--- config.mk ---
export PLATFORM = sky130hd
export DESIGN_NAME = ad9910_spi_shifter
export DESIGN_NICKNAME = d
export VERILOG_FILES = /design/src/rtl/ad9910_spi_pkg.sv /design/src/rtl/ad9910_spi_shifter.sv
export SDC_FILE = /design/constraint.sdc
export NUM_CORES = 1
export LEC_CHECK = 0
export BUFFER_PORTS_ARGS = -buffer_cell sky130_fd_sc_hd__buf_2
export CAP_MARGIN = 10
export CORE_AREA = 4 4 156 158
export DETAILED_ROUTE_END_ITERATION = 6
export DIE_AREA = 0 0 160 162
export GPL_TIMING_DRIVEN = 0
export PLACE_DENSITY = 0.83
export RECOVER_POWER = 25
export SETUP_SLACK_MARGIN = 0.4
export SYNTH_ARGS = -nofsm -noshare
export SYNTH_HDL_FRONTEND = slang
export SYNTH_SLANG_ARGS = --single-unit
--- constraint.sdc ---
create_clock -name CLK100MHZ -period 5.6 [get_ports CLK100MHZ]
set_clock_uncertainty 0.05 [all_clocks]
set_input_delay 0.56 -clock CLK100MHZ [delete_from_list [all_inputs] [get_ports CLK100MHZ]]
set_output_delay 0.56 -clock CLK100MHZ [all_outputs]
set_load 0.01 [all_outputs]
--- src/rtl/ad9910_spi_pkg.sv ---
// Shared types and constants for the AD9910 serial-port shift engine.
package ad9910_spi_pkg;

    localparam int DATA_WIDTH = 64;
    localparam int LEN_WIDTH  = 7;

    typedef enum logic [2:0] {
        S_IDLE,
        S_SETUP,
        S_HIGH,
        S_LOW,
        S_HOLD,
        S_GAP
    } spi_state_t;

    // A length field of zero encodes a full-width transfer.
    function automatic logic [LEN_WIDTH-1:0] len_to_bits(input logic [LEN_WIDTH-1:0] len);
        return (len == '0) ? LEN_WIDTH'(DATA_WIDTH) : len;
    endfunction

endpackage

--- src/rtl/ad9910_spi_shifter.sv ---
// Drives CSB/SCLK/SDIO for one AD9910 transaction per start and captures SDO.
// Advances one SCLK phase per divider tick; every pin is driven from a flop.
module ad9910_spi_shifter #(
    parameter int DATA_WIDTH = ad9910_spi_pkg::DATA_WIDTH,
    parameter int LEN_WIDTH  = ad9910_spi_pkg::LEN_WIDTH
) (
    input  logic                  CLK100MHZ,
    input  logic                  reset_n,
    input  logic                  start,
    input  logic [DATA_WIDTH-1:0] tx_data,
    input  logic [LEN_WIDTH-1:0]  tx_len,
    input  logic                  count_end,
    output logic                  count_enable,
    input  logic                  sdo_in,
    output logic                  csb,
    output logic                  sclk,
    output logic                  sdio,
    output logic                  busy,
    output logic                  done,
    output logic [DATA_WIDTH-1:0] rx_data
);
    import ad9910_spi_pkg::*;

    spi_state_t            state_q, state_d;
    logic [DATA_WIDTH-1:0] tx_q, tx_d;
    logic [DATA_WIDTH-1:0] rx_q, rx_d;
    logic [DATA_WIDTH-1:0] rx_data_q, rx_data_d;
    logic [LEN_WIDTH-1:0]  cnt_q, cnt_d;
    logic                  csb_q, csb_d;
    logic                  sclk_q, sclk_d;
    logic                  sdio_q, sdio_d;
    logic                  ce_q, ce_d;
    logic                  busy_q, busy_d;
    logic                  done_q, done_d;

    logic [LEN_WIDTH-1:0]  len_bits;
    logic [DATA_WIDTH-1:0] tx_load;

    // Left-align the payload so the first bit to send always sits in the MSB.
    assign len_bits = len_to_bits(tx_len);
    assign tx_load  = tx_data << (LEN_WIDTH'(DATA_WIDTH) - len_bits);

    always_comb begin
        state_d   = state_q;
        tx_d      = tx_q;
        rx_d      = rx_q;
        rx_data_d = rx_data_q;
        cnt_d     = cnt_q;
        csb_d     = csb_q;
        sclk_d    = sclk_q;
        sdio_d    = sdio_q;
        ce_d      = ce_q;
        busy_d    = busy_q;
        done_d    = 1'b0;

        case (state_q)
            S_IDLE: begin
                if (start) begin
                    state_d = S_SETUP;
                    tx_d    = tx_load;
                    rx_d    = '0;
                    cnt_d   = len_bits;
                    csb_d   = 1'b0;
                    sdio_d  = tx_load[DATA_WIDTH-1];
                    ce_d    = 1'b1;
                    busy_d  = 1'b1;
                end
            end
            S_SETUP, S_LOW: begin
                if (count_end) begin
                    state_d = S_HIGH;
                    sclk_d  = 1'b1;
                    rx_d    = {rx_q[DATA_WIDTH-2:0], sdo_in};
                end
            end
            S_HIGH: begin
                if (count_end) begin
                    sclk_d = 1'b0;
                    // On the last bit SDIO is held through HOLD instead of shifting.
                    if (cnt_q > LEN_WIDTH'(1)) begin
                        state_d = S_LOW;
                        tx_d    = tx_q << 1;
                        sdio_d  = tx_q[DATA_WIDTH-2];
                        cnt_d   = cnt_q - LEN_WIDTH'(1);
                    end else begin
                        state_d = S_HOLD;
                    end
                end
            end
            S_HOLD: begin
                if (count_end) begin
                    state_d   = S_GAP;
                    csb_d     = 1'b1;
                    sdio_d    = 1'b0;
                    done_d    = 1'b1;
                    rx_data_d = rx_q;
                end
            end
            S_GAP: begin
                if (count_end) begin
                    state_d = S_IDLE;
                    ce_d    = 1'b0;
                    busy_d  = 1'b0;
                end
            end
            default: begin
                state_d = S_IDLE;
                csb_d   = 1'b1;
                sclk_d  = 1'b0;
                sdio_d  = 1'b0;
                ce_d    = 1'b0;
                busy_d  = 1'b0;
            end
        endcase
    end

    always_ff @(posedge CLK100MHZ or negedge reset_n) begin
        if (!reset_n) begin
            state_q   <= S_IDLE;
            tx_q      <= '0;
            rx_q      <= '0;
            rx_data_q <= '0;
            cnt_q     <= '0;
            csb_q     <= 1'b1;
            sclk_q    <= 1'b0;
            sdio_q    <= 1'b0;
            ce_q      <= 1'b0;
            busy_q    <= 1'b0;
            done_q    <= 1'b0;
        end else begin
            state_q   <= state_d;
            tx_q      <= tx_d;
            rx_q      <= rx_d;
            rx_data_q <= rx_data_d;
            cnt_q     <= cnt_d;
            csb_q     <= csb_d;
            sclk_q    <= sclk_d;
            sdio_q    <= sdio_d;
            ce_q      <= ce_d;
            busy_q    <= busy_d;
            done_q    <= done_d;
        end
    end

    assign count_enable = ce_q;
    assign csb          = csb_q;
    assign sclk         = sclk_q;
    assign sdio         = sdio_q;
    assign busy         = busy_q;
    assign done         = done_q;
    assign rx_data      = rx_data_q;

endmodule

==> flow_summary.ini <==
[timing]
setup_tns_ps = 0
slew_violations = 95
worstMarginPinSlew_ps = 4330
finalHoldViolations = 0
slew_headroom_pct = -189
finalCriticalPeriod_ps = 4860
holdWs_ps = 299
fmax_ghz = 0.206
fin_crit_sh_pct = 86.8
rsz0062_at_grt = false
finalSetupViolCount = 0
fin_ws_ps = 738

[yosys]
yosysWarnings = 0
ys_top_cells_by_area = dfrtp_1, mux2_2, mux4_2
synth_edf_count = 0
synthFlopType = dfrtp_1
synth_area_leader_cell = dfrtp_1
netlist_instances = 1372
yosysUniqueCellTypes = 73
ys_ff_latch = 206
syn_nets = 1451
synth_area_um2 = 13300
seq_area_frac_synth_pct = 38.8
syn_avg_cell_area_um2 = 9.69
synth_top_area_share_pct = 38.6
postSynth.asyncResetShare_pct = 100

[die]
dieWidth_um = 160
core_um2 = 23100
die_h_um = 162
initial_core_util_pct = 57.5
num_io_pins = 146
die-area_um2 = 25900
rows = 56

[drt]
drc_errors = 8
postRouteAntennaNets = 0
dr.pass1.iters = 7
vias = 12702
routed_wl_um = 48200
drtIter0Drc = 1741
via_per_inst = 6.90
wire_per_inst_um = 26.2

[setup_path]
critPathKind = in2reg
crit_path_start_kind = input port
cp_max_fo = 10
arrival_ps = 5230
endpoint_kind = flip-flop
r2r_slack_ps = 2520
required_ps = 5970

[power]
p_leak_nw = 6.60
powerDensity_nw_per_um2 = 353
p_clk_share_pct = 25.3
sw_frac_of_total_pct = 38.7
comb_power_share_pct = 36.3
internal_power_mw = 3.26
p_sw_mw = 2.06
max-vdd-ir-drop_uv = 200
power_frac_seq_pct = 38.4

[job]
drv_cap = 1

[clock_tree]
cts_max_level = 1
cts.sinks = 206
cts_buffer_depth = 3
cts_hold_buf = 0
clkLatencyLatePin_ps = 500
cts_tree = done
cts_setup_buffers = 0
root_buffer = clkbuf_16
ctsResizeCount = 0
path_clk_slew_ps = 60
cts_buffers = 21

[placement]
dp_slack_ps = 376
dp_hpwl_um = 36300
port_buffers = 142
gp_congestion = 1.05
dp_cells = 1805

[global_route]
grt_max_degree = 113
grt_pass1_wl_um = 73900
antenna_found_initial = 1
grt_pass1_vias = 12052
overflow = 0
grtUsageTotal_pct = 36.5

[outcome]
violations = design-rule violations, max-capacitance violations, max-slew violations
status = finished, violations left

[layout]
layout_commonest_cell = nand2_1
layout_common_cells = nand2_1, dfrtp_1, buf_2
diodes = 0
layout.nets = 1618
fin_cells = 1840
area_growth_pct = 13.2
layout-drive-gt1-share_pct = 26.6

[worst_hold_path]
hp-class = in2reg
-- worst paths after layout --
kind,to,startpoint,depth (start not counted)
worst max-delay path,tx_q[56],tx_len[0],14
worst min-delay path,rx_q[0],sdo_in,3
worst max register to register,tx_q[62],cnt_q[1],9
worst min register to register,rx_data[47],rx_data[47],1
max in group asynchronous,rx_q[21],reset_n,1
min in group asynchronous,state_q[1],reset_n,1
-- critical path: stages --
cell	delay (ps)
buf_2	180
buf_2	300
buf_4	290
buf_4	280
inv_1	230
ha_1	410
inv_2	260
buf_1	530
buf_2	380
and4_1	370
nor3_1	80
nor4_1	1030
nand2_1	120
a31oi_1	190
-- stage by stage --
step           area, µm²  power (mW)  utilization, %
2_1_floorplan      13300        3.24               -
3_3_place_gp       14400        3.85            62.2
3_5_place_dp       14400        3.90            62.3
4_1_cts            15100        5.25            65.1
5_1_grt            15100        5.56            65.1
6_report           15100        5.31            65.1
-- Yosys cell counts, types with 4 or more instances --
library cell	number
mux2_2	123
buf_1	14
nor2_1	142
o22ai_1	5
dfrtp_1	205
nand3_1	20
buf_6	4
buf_4	10
or3_1	4
nand3b_1	4
a21oi_1	64
and2_1	5
mux2i_1	52
a221oi_1	45
nor4_1	8
buf_2	30
a21o_1	4
a22oi_1	4
nor3_1	33
mux4_2	58
o21ai_0	103
clkbuf_1	61
inv_1	13
nor2b_1	4
a32oi_1	6
a31oi_1	18
a211oi_1	19
o211ai_1	16
and3_1	12
mux4_1	4
nand2b_1	8
nand2_1	206
-- power by group through the flow --
stage               registers [mW]  logic (mW)  clock network (mW)
finish                        2.04        1.93                1.34
global route                  2.07        2.07                1.43
CTS                           2.03        1.87                1.35
detailed placement            2.05        1.86                   0
global placement              2.04        1.81                   0
floorplan                     1.99        1.25                   0
-- flip-flops by register name, indices dropped and copies added (netlist names) --
name and count:
csb 1, state_q 3, cnt_q 7, done 1
rx_q 64, sclk 1, busy 1, sdio 1
tx_q 63, rx_data 64
-- final cells by class --
type	count	area, µm²
clock inverters	4	55.1
flip-flops and latches	206	5160
plain buffers	119	552
repair buffers	144	751
multi-input cells	1033	7540
well taps	290	363
fillers	1889	8070
inverters	14	52.6
clock buffers	30	589
-- cell families after synthesis --
kind of cell,after synthesis,share of synthesized area [%]
AND/OR/NAND/NOR,464,15.1
AO/OA/AOI/OAI,321,15.6
multiplexers,238,25.0
flip-flops,206,38.8
buffers and inverters,133,4.54
XOR/XNOR,7,0.630
adder cells (fa/ha/maj),3,0.282
-- metal layers --
metal  vias to the layer above  part of all wire, %  track usage (%)
met5                         -                0.037                0
met4                         2                  5.6             16.0
met3                       180                  9.0             6.09
met2                       873                   46             58.4
met1                      6244                   39             49.8
li1                       5403                    -                -
(Power assumes the default switching activity.)
